### src/rtl/axilite_noc_pkg.sv
// Shared message codes, P-Mesh header field positions and FSM state types for the
// AXI-Lite <-> NoC request/response bridge.
package axilite_noc_pkg;

    localparam int unsigned NOC_DATA_WIDTH = 64;

    // Transaction-type records exchanged with the response block
    localparam logic [1:0] MSG_TYPE_INVAL = 2'd0;
    localparam logic [1:0] MSG_TYPE_LOAD  = 2'd1;
    localparam logic [1:0] MSG_TYPE_STORE = 2'd2;

    // P-Mesh message types and header field positions, mirroring the define.tmp.h layout
    localparam logic [7:0] MSG_TYPE_NC_LOAD_REQ  = 8'd14;
    localparam logic [7:0] MSG_TYPE_NC_STORE_REQ = 8'd15;

    localparam int unsigned MSG_DST_CHIPID_HI = 63;
    localparam int unsigned MSG_DST_CHIPID_LO = 50;
    localparam int unsigned MSG_DST_X_HI      = 49;
    localparam int unsigned MSG_DST_X_LO      = 42;
    localparam int unsigned MSG_DST_Y_HI      = 41;
    localparam int unsigned MSG_DST_Y_LO      = 34;
    localparam int unsigned MSG_LENGTH_HI     = 29;
    localparam int unsigned MSG_LENGTH_LO     = 22;
    localparam int unsigned MSG_TYPE_HI       = 21;
    localparam int unsigned MSG_TYPE_LO       = 14;
    localparam int unsigned MSG_MSHRID_HI     = 13;
    localparam int unsigned MSG_MSHRID_LO     = 6;
    localparam int unsigned MSG_ADDR_HI       = 63;
    localparam int unsigned MSG_ADDR_LO       = 24;
    localparam int unsigned MSG_ADDR_WIDTH    = 40;
    localparam int unsigned MSG_DATA_SIZE_HI  = 22;
    localparam int unsigned MSG_DATA_SIZE_LO  = 20;
    localparam int unsigned MSG_SRC_CHIPID_HI = 63;
    localparam int unsigned MSG_SRC_CHIPID_LO = 50;
    localparam int unsigned MSG_SRC_X_HI      = 49;
    localparam int unsigned MSG_SRC_X_LO      = 42;
    localparam int unsigned MSG_SRC_Y_HI      = 41;
    localparam int unsigned MSG_SRC_Y_LO      = 34;

    typedef enum logic [2:0] {ReqIdle, ReqHdr0, ReqHdr1, ReqHdr2, ReqData} req_state_e;
    typedef enum logic [1:0] {RespIdle, RespHdr, RespData} resp_state_e;

    // Size code: 0 = 0 B, 1 = 1 B, ... so n bytes encodes as log2(n) + 1
    function automatic logic [2:0] data_size_enc(input int unsigned bytes);
        return 3'($clog2(bytes) + 1);
    endfunction

    function automatic logic [63:0] bswap64(input logic [63:0] w);
        logic [63:0] r;
        for (int i = 0; i < 8; i++) begin
            r[8*i +: 8] = w[56-8*i +: 8];
        end
        return r;
    endfunction

endpackage

### src/rtl/noc_flit_serializer.sv
// Holds a wide store payload and hands it out one byte-swapped 64-bit flit at a time.
module noc_flit_serializer
    import axilite_noc_pkg::*;
#(
    parameter int unsigned NumFlits = 8
) (
    input  logic                                clk,
    input  logic                                rst_n,
    input  logic                                load_i,
    input  logic [NumFlits*NOC_DATA_WIDTH-1:0]  data_i,
    input  logic                                clear_i,
    input  logic                                advance_i,
    output logic [NOC_DATA_WIDTH-1:0]           flit_o,
    output logic                                done_o
);
    localparam int unsigned CntW = $clog2(NumFlits) + 1;

    logic [NumFlits*NOC_DATA_WIDTH-1:0] data_q, data_d;
    logic [CntW-1:0]                    cnt_q, cnt_d;

    always_comb begin
        data_d = load_i ? data_i : data_q;
        cnt_d  = cnt_q;
        if (clear_i) begin
            cnt_d = '0;
        end else if (advance_i) begin
            cnt_d = cnt_q + 1'b1;
        end
    end

    // cnt_q is the index of the next flit to hand out; NumFlits means all handed out
    always_comb begin
        flit_o = '0;
        for (int unsigned k = 0; k < NumFlits; k++) begin
            if (cnt_q == CntW'(k)) begin
                flit_o = bswap64(data_q[k*NOC_DATA_WIDTH +: NOC_DATA_WIDTH]);
            end
        end
    end

    assign done_o = (cnt_q == CntW'(NumFlits));

    always_ff @(posedge clk or negedge rst_n) begin
        if (!rst_n) begin
            data_q <= '0;
            cnt_q  <= '0;
        end else begin
            data_q <= data_d;
            cnt_q  <= cnt_d;
        end
    end

endmodule

### src/rtl/axilite_noc_request.sv
// AXI-Lite slave to P-Mesh NoC1 request packetizer: one AR or AW+W becomes one NoC message,
// and a type record is pushed so the response side knows what comes back.
module axilite_noc_request
    import axilite_noc_pkg::*;
#(
    parameter int unsigned AXI_LITE_ADDR_WIDTH = 64,
    parameter int unsigned AXI_LITE_DATA_WIDTH = 512,
    parameter int unsigned MSHRID              = 0
) (
    input  logic                           clk,
    input  logic                           rst_n,
    input  logic [AXI_LITE_ADDR_WIDTH-1:0] s_axi_araddr,
    input  logic                           s_axi_arvalid,
    output logic                           s_axi_arready,
    input  logic [AXI_LITE_ADDR_WIDTH-1:0] s_axi_awaddr,
    input  logic                           s_axi_awvalid,
    output logic                           s_axi_awready,
    input  logic [AXI_LITE_DATA_WIDTH-1:0] s_axi_wdata,
    input  logic                           s_axi_wvalid,
    output logic                           s_axi_wready,
    input  logic [13:0]                    src_chipid,
    input  logic [7:0]                     src_x,
    input  logic [7:0]                     src_y,
    input  logic [13:0]                    dst_chipid,
    input  logic [7:0]                     dst_x,
    input  logic [7:0]                     dst_y,
    output logic                           noc_valid_out,
    output logic [NOC_DATA_WIDTH-1:0]      noc_data_out,
    input  logic                           noc_ready_in,
    output logic                           type_wr,
    output logic [2:0]                     type_wr_data,
    input  logic                           type_fifo_full
);
    localparam int unsigned NumFlits = AXI_LITE_DATA_WIDTH / NOC_DATA_WIDTH;
    localparam logic [7:0]  LoadLen  = 8'd2;
    localparam logic [7:0]  StoreLen = 8'(2 + NumFlits);
    localparam logic [2:0]  DataSize = data_size_enc(AXI_LITE_DATA_WIDTH / 8);

    req_state_e                  state_q, state_d;
    logic                        rr_last_q, rr_last_d;  // 1: last accepted request was a write
    logic                        is_store_q, is_store_d;
    logic [MSG_ADDR_WIDTH-1:0]   addr_q, addr_d;
    logic                        noc_valid_q, noc_valid_d;
    logic [NOC_DATA_WIDTH-1:0]   noc_data_q, noc_data_d;

    logic rd_elig, wr_elig, take_rd, take_wr, accept, flit_hs;
    logic ser_advance, ser_done;
    logic [NOC_DATA_WIDTH-1:0] ser_flit, hdr0, hdr1, hdr2;
    logic unused_addr_bits;

    assign unused_addr_bits = ^{s_axi_araddr, s_axi_awaddr};

    always_comb begin
        rd_elig = (state_q == ReqIdle) && s_axi_arvalid && !type_fifo_full;
        wr_elig = (state_q == ReqIdle) && s_axi_awvalid && s_axi_wvalid && !type_fifo_full;
        take_rd = rd_elig && (!wr_elig || rr_last_q);
        take_wr = wr_elig && !take_rd;
        accept  = take_rd || take_wr;
        flit_hs = noc_valid_q && noc_ready_in;
    end

    assign s_axi_arready = take_rd;
    assign s_axi_awready = take_wr;
    assign s_axi_wready  = take_wr;
    assign type_wr       = accept;
    assign type_wr_data  = accept ? {(take_wr ? MSG_TYPE_STORE : MSG_TYPE_LOAD), 1'b0} : 3'b000;
    assign noc_valid_out = noc_valid_q;
    assign noc_data_out  = noc_data_q;

    // hdr0 is only loaded on accept, so it keys off the current selection
    always_comb begin
        hdr0 = '0;
        hdr0[MSG_DST_CHIPID_HI:MSG_DST_CHIPID_LO] = dst_chipid;
        hdr0[MSG_DST_X_HI:MSG_DST_X_LO]           = dst_x;
        hdr0[MSG_DST_Y_HI:MSG_DST_Y_LO]           = dst_y;
        hdr0[MSG_LENGTH_HI:MSG_LENGTH_LO]         = take_wr ? StoreLen : LoadLen;
        hdr0[MSG_TYPE_HI:MSG_TYPE_LO] = take_wr ? MSG_TYPE_NC_STORE_REQ : MSG_TYPE_NC_LOAD_REQ;
        hdr0[MSG_MSHRID_HI:MSG_MSHRID_LO]         = 8'(MSHRID);
        hdr1 = '0;
        hdr1[MSG_ADDR_HI:MSG_ADDR_LO]             = addr_q;
        hdr1[MSG_DATA_SIZE_HI:MSG_DATA_SIZE_LO]   = DataSize;
        hdr2 = '0;
        hdr2[MSG_SRC_CHIPID_HI:MSG_SRC_CHIPID_LO] = src_chipid;
        hdr2[MSG_SRC_X_HI:MSG_SRC_X_LO]           = src_x;
        hdr2[MSG_SRC_Y_HI:MSG_SRC_Y_LO]           = src_y;
    end

    always_comb begin
        state_d     = state_q;
        rr_last_d   = rr_last_q;
        is_store_d  = is_store_q;
        addr_d      = addr_q;
        noc_valid_d = noc_valid_q;
        noc_data_d  = noc_data_q;
        ser_advance = 1'b0;
        unique case (state_q)
            ReqIdle: begin
                if (accept) begin
                    state_d     = ReqHdr0;
                    rr_last_d   = take_wr;
                    is_store_d  = take_wr;
                    addr_d      = take_wr ? s_axi_awaddr[MSG_ADDR_WIDTH-1:0]
                                          : s_axi_araddr[MSG_ADDR_WIDTH-1:0];
                    noc_valid_d = 1'b1;
                    noc_data_d  = hdr0;
                end
            end
            ReqHdr0: begin
                if (flit_hs) begin
                    state_d    = ReqHdr1;
                    noc_data_d = hdr1;
                end
            end
            ReqHdr1: begin
                if (flit_hs) begin
                    state_d    = ReqHdr2;
                    noc_data_d = hdr2;
                end
            end
            ReqHdr2: begin
                if (flit_hs) begin
                    if (is_store_q) begin
                        state_d     = ReqData;
                        noc_data_d  = ser_flit;
                        ser_advance = 1'b1;
                    end else begin
                        state_d     = ReqIdle;
                        noc_valid_d = 1'b0;
                        noc_data_d  = '0;
                    end
                end
            end
            ReqData: begin
                if (flit_hs) begin
                    if (ser_done) begin
                        state_d     = ReqIdle;
                        noc_valid_d = 1'b0;
                        noc_data_d  = '0;
                    end else begin
                        noc_data_d  = ser_flit;
                        ser_advance = 1'b1;
                    end
                end
            end
            default: begin
                state_d     = ReqIdle;
                noc_valid_d = 1'b0;
                noc_data_d  = '0;
            end
        endcase
    end

    always_ff @(posedge clk or negedge rst_n) begin
        if (!rst_n) begin
            state_q     <= ReqIdle;
            rr_last_q   <= 1'b1;
            is_store_q  <= 1'b0;
            addr_q      <= '0;
            noc_valid_q <= 1'b0;
            noc_data_q  <= '0;
        end else begin
            state_q     <= state_d;
            rr_last_q   <= rr_last_d;
            is_store_q  <= is_store_d;
            addr_q      <= addr_d;
            noc_valid_q <= noc_valid_d;
            noc_data_q  <= noc_data_d;
        end
    end

    noc_flit_serializer #(
        .NumFlits (NumFlits)
    ) u_serializer (
        .clk       (clk),
        .rst_n     (rst_n),
        .load_i    (take_wr),
        .data_i    (s_axi_wdata),
        .clear_i   (accept),
        .advance_i (ser_advance),
        .flit_o    (ser_flit),
        .done_o    (ser_done)
    );

endmodule

### config.mk
export PLATFORM = sky130hd
export DESIGN_NAME = axilite_noc_request
export DESIGN_NICKNAME = d
export VERILOG_FILES = /design/src/rtl/axilite_noc_pkg.sv /design/src/rtl/noc_flit_serializer.sv /design/src/rtl/axilite_noc_request.sv
export SDC_FILE = /design/constraint.sdc
export NUM_CORES = 2
export LEC_CHECK = 0
export ABC_AREA = 1
export BUFFER_PORTS_ARGS = -buffer_cell sky130_fd_sc_hd__buf_2
export CORE_MARGIN = 5
export CORE_UTILIZATION = 30
export CTS_CLUSTER_DIAMETER = 60
export DETAILED_ROUTE_END_ITERATION = 16
export GPL_TIMING_DRIVEN = 1
export SYNTH_ARGS = -nofsm -noshare
export SYNTH_HDL_FRONTEND = slang
export SYNTH_SLANG_ARGS = --single-unit
### constraint.sdc
create_clock -name clk -period 2.4 [get_ports clk]
set_input_delay 0.48 -clock clk [delete_from_list [all_inputs] [get_ports clk]]
set_output_delay 0.48 -clock clk [all_outputs]
set_load 0.02 [all_outputs]
==> summary.md <==
| Metric | Value |
|---|---|
| Crit Path Category | `flop to primary output` |
| DR WL met3 | `7.793 mm` |
| Worst-Skew Late Latency | `650 ps` |
| Final hold vios | `0` |
| Initial core utilization | `0.3027` |
| Fillcell total | `10.30k` |
| Port bufs | `729` |
| Clock share of power | `0.247` |
| CP Cell Sequence | `buf_6, nor2_4, nand3_4, a21oi_4, inv_2, nand2_8, buf_12, inv_16, buf_8` |
| H-tree depth | `3` |
| RSZ-0062 raised after global routing | `true` |
| Post-Layout Inst Area | `0.04134 mm^2` |
| Minimum clock period | `2479 ps` |
| Die X | `328.1 um` |
| Sw frac | `0.4074` |
| CP endpoint kind | `primary output` |
| Required time of the critical path | `1920 ps` |
| CTS clk-pin slew, worst paths | `60 ps` |
| Nets | `5719` |
| WL per Instance | `19.87 um` |
| Maxcap violations | `0` |
| Post-Route WL | `128.2 mm` |
| Internal power | `30.66 mW` |
| Die ar. | `0.1076 mm^2` |
| Status | `finished, violations left` |
| Leak | `22.16 nW` |
| Worst-Margin Slew | `669.3 ps` |
| Post-synth EDFFs | `0` |
| 1st-iter DRT viols | `2376` |
| GRT overflow | `0` |
| CP startpoint | `state_q[1]` |
| Power Density | `1252 mW/mm^2` |
| Hold slack | `47.29 ps` |
| Post-route setup slack | `-78.73 ps` |
| Avg Inst Size Synth | `7.357 um^2` |
| Largest net degree at the start of global routing | `76` |
| Sw power | `21.08 mW` |
| Worst Hold Class | `input pin to flop` |
| Syn Nets | `4837` |
| Top FF cell, synth | `dfrtp_1` |
| Placed Area | `0.03639 mm^2` |
| Layout area overhead | `36.20%` |
| IO Count | `779` |
| Reg2Reg Setup Slack | `40 ps` |
| Hold Path Origin | `s_axi_wdata[459]` |
| Post-DP HPWL | `92.67 mm` |
| R2r startpoint | `state_q[1]` |
| Vias per Instance | `4.629` |
| Comb pwr share | `0.404` |
| TritonCTS Buffers | `82` |
| Slew Viols, Final | `0` |
| Design Power | `51.74 mW` |
| Final core occ | `0.4122` |
| Wire length of the first global-routing pass | `186.7 mm` |
| Vias in the first global route | `29.90k` |
| Max VDD drop | `0.0006448 V` |
| Post-Synthesis Cell Area | `0.03035 mm^2` |
| CP Max Fanout | `5` |
| Fmax | `403.4 MHz` |
| Core Area | `0.1003 mm^2` |
| Worst EP arrival | `2000 ps` |
| Worst path slowest cell | `dfrtp_2` |
| Placement Setup Slack | `-42.46 ps` |
| Synth warn | `0` |
| Largest stage delay, worst path | `430 ps` |
| Overall die height | `328.1 um` |
| Clock skew | `20.89 ps` |
| Post-route ant nets | `0` |
| Startpoint types | `flop` |
| Endpoints failing setup | `3` |
| GPL Wtd Cong | `0.9250` |
| Relative slew slack | `0.5538` |
| Detail Route met2 WL | `63.36 mm` |
| DR pass1 iterations | `5` |
| DRT met1 WL | `52.84 mm` |
| Register area share after synthesis | `0.5161` |
| Reg power frac | `0.349` |
| Clock tree buffer depth | `3` |
| Residual DRC | `0` |
| Initial antenna violation count | `33` |
| TritonCTS clock tree | `yes` |
| Clock Sinks | `626` |
| Ratio of cells with drive above 1 in the final layout | `0.2195` |
| Routed vias | `29.87k` |
| Post-synthesis sequential element count | `626` |
| Highest Signal Layer | `met5` |
| Cell count after synthesis | `4126` |
| Final Cycle Share | `1.033` |
| Post-synthesis cell type count | `33` |
| Std-Cell Rows | `116` |
| GRT Total Usage | `0.2288` |
| Failing checks | `setup timing` |
| Root Driver | `clkbuf_16` |
| Post-synthesis async set-or-reset flop share | `1.000` |
path summary, 6_finish.rpt:
| check | end | cells past startpoint |
|---|---|---|
| max | s_axi_awready | 9 |
| min | u_serializer.data_q[459] | 3 |
| max reg2reg | u_serializer.data_q[255] | 12 |
| min reg2reg | u_serializer.data_q[183] | 2 |
| max in group asynchronous | u_serializer.data_q[480] | 3 |
| min in group asynchronous | u_serializer.data_q[434] | 2 |
registers in the layout, indices dropped and copies added (netlist names):
| name | count |
|---|---|
| u_serializer.cnt_q | 4 |
| noc_data_out | 64 |
| noc_valid_out | 1 |
| u_serializer.data_q | 512 |
| addr_q | 40 |
| state_q | 3 |
| rr_last_q | 1 |
| is_store_q | 1 |
cells in the mapped netlist (2+ instances only):
cell type / instances / area share
nor2_1: 200 / 0.025
o21ai_1: 90 / 0.015
buf_1: 19 / 0.0023
ha_1: 4 / 0.0016
nand3_1: 273 / 0.045
nor2_4: 2 / 0.00074
nand4_1: 62 / 0.013
or2_2: 30 / 0.0062
buf_2: 86 / 0.014
a221oi_1: 30 / 0.0087
nand2_2: 2 / 0.00041
inv_2: 8 / 0.00099
buf_6: 3 / 0.0011
inv_1: 332 / 0.041
o21ai_0: 123 / 0.020
nand2_1: 1958 / 0.24
o211ai_1: 38 / 0.0094
clkbuf_1: 129 / 0.016
dfrtp_1: 625 / 0.52
buf_4: 24 / 0.0059
a21oi_1: 76 / 0.013
per-layer routing:
layer / vias to the layer above / GRT usage
met5: - / 0
met4: 10 / 0.07520
met3: 198 / 0.04001
met2: 918 / 0.3966
met1: 14150 / 0.2905
li1: 14600 / -
kinds of logic after synthesis:
family | synth area share
XOR/XNOR | 0.0002886
AND/OR/NAND/NOR | 0.3340
adder cells (fa/ha/maj) | 0.001649
AO/OA/AOI/OAI | 0.06620
flip-flops | 0.5161
buffers and inverters | 0.08157
other | 0.0001235
critical path, delay by kind of cell, from the launching register on:
family | cells | cell delay [ps]
buffers and inverters | 5 | 490
flip-flops | 1 | 430
AND/OR/NAND/NOR | 3 | 300
AO/OA/AOI/OAI | 1 | 140
power groups by stage:
stage | clock (mW) | combinational (mW) | sequential (mW)
6_report | 12.8 | 20.9 | 18.0
5_1_grt | 13.5 | 23.3 | 18.6
4_1_cts | 13.1 | 20.9 | 18.0
3_5_place_dp | 0 | 20.4 | 18.1
3_3_place_gp | 0 | 20.2 | 18.0
2_1_floorplan | 0 | 11.1 | 18.0
area by class of cell:
class / instances / area [um^2] / share of cell area
flip-flops and latches: 626 / 15670 / 0.3790
multi-input cells: 2899 / 12380 / 0.2995
repair buffers: 1059 / 7416 / 0.1794
clock buffers: 113 / 2382 / 0.05763
well taps: 1357 / 1698 / 0.04107
inverters: 340 / 1308 / 0.03163
clock inverters: 34 / 422.9 / 0.01023
diodes: 25 / 62.56 / 0.001513
stage by stage:
step | TNS, ps | cells
after floorplan | 0 | 4126
after global placement | -15.92 | 6098
after detailed placement | -85.03 | 6098
after CTS | -637.2 | 6413
after global routing | -7081 | 6435
final | -209.7 | 6453
placed cells by master (no fill, tap or decap), types with 4 or more instances in the layout:
| master | n |
|---|---|
| o21ai_0 | 123 |
| buf_6 | 11 |
| clkbuf_8 | 15 |
| buf_4 | 103 |
| or2_2 | 30 |
| clkbuf_1 | 13 |
| dfrtp_1 | 622 |
| nor2_1 | 195 |
| buf_12 | 56 |
| a221oi_1 | 30 |
| inv_6 | 8 |
| nand2_1 | 1950 |
| nor2_4 | 7 |
| bufinv_16 | 7 |
| a21oi_1 | 75 |
| buf_2 | 722 |
| inv_2 | 8 |
| dlygate4sd3_1 | 157 |
| o21ai_1 | 90 |
| inv_1 | 326 |
| o211ai_1 | 38 |
| buf_8 | 4 |
| clkinv_2 | 8 |
| nand2_2 | 7 |
| inv_8 | 4 |
| clkbuf_16 | 90 |
| diode_2 | 25 |
| nand3_1 | 270 |
| clkinv_4 | 5 |
| inv_4 | 4 |
| nand4_1 | 62 |
repair_timing:
action,in CTS,in global routing
hold endpoints to repair,181,0
setup buffers,11,10
cloned,0,5
hold buffers,157,0
pin swaps,7,12
resized for setup,23,30
endpoints found under the setup margin,9,415
(Power assumes the default switching activity.)
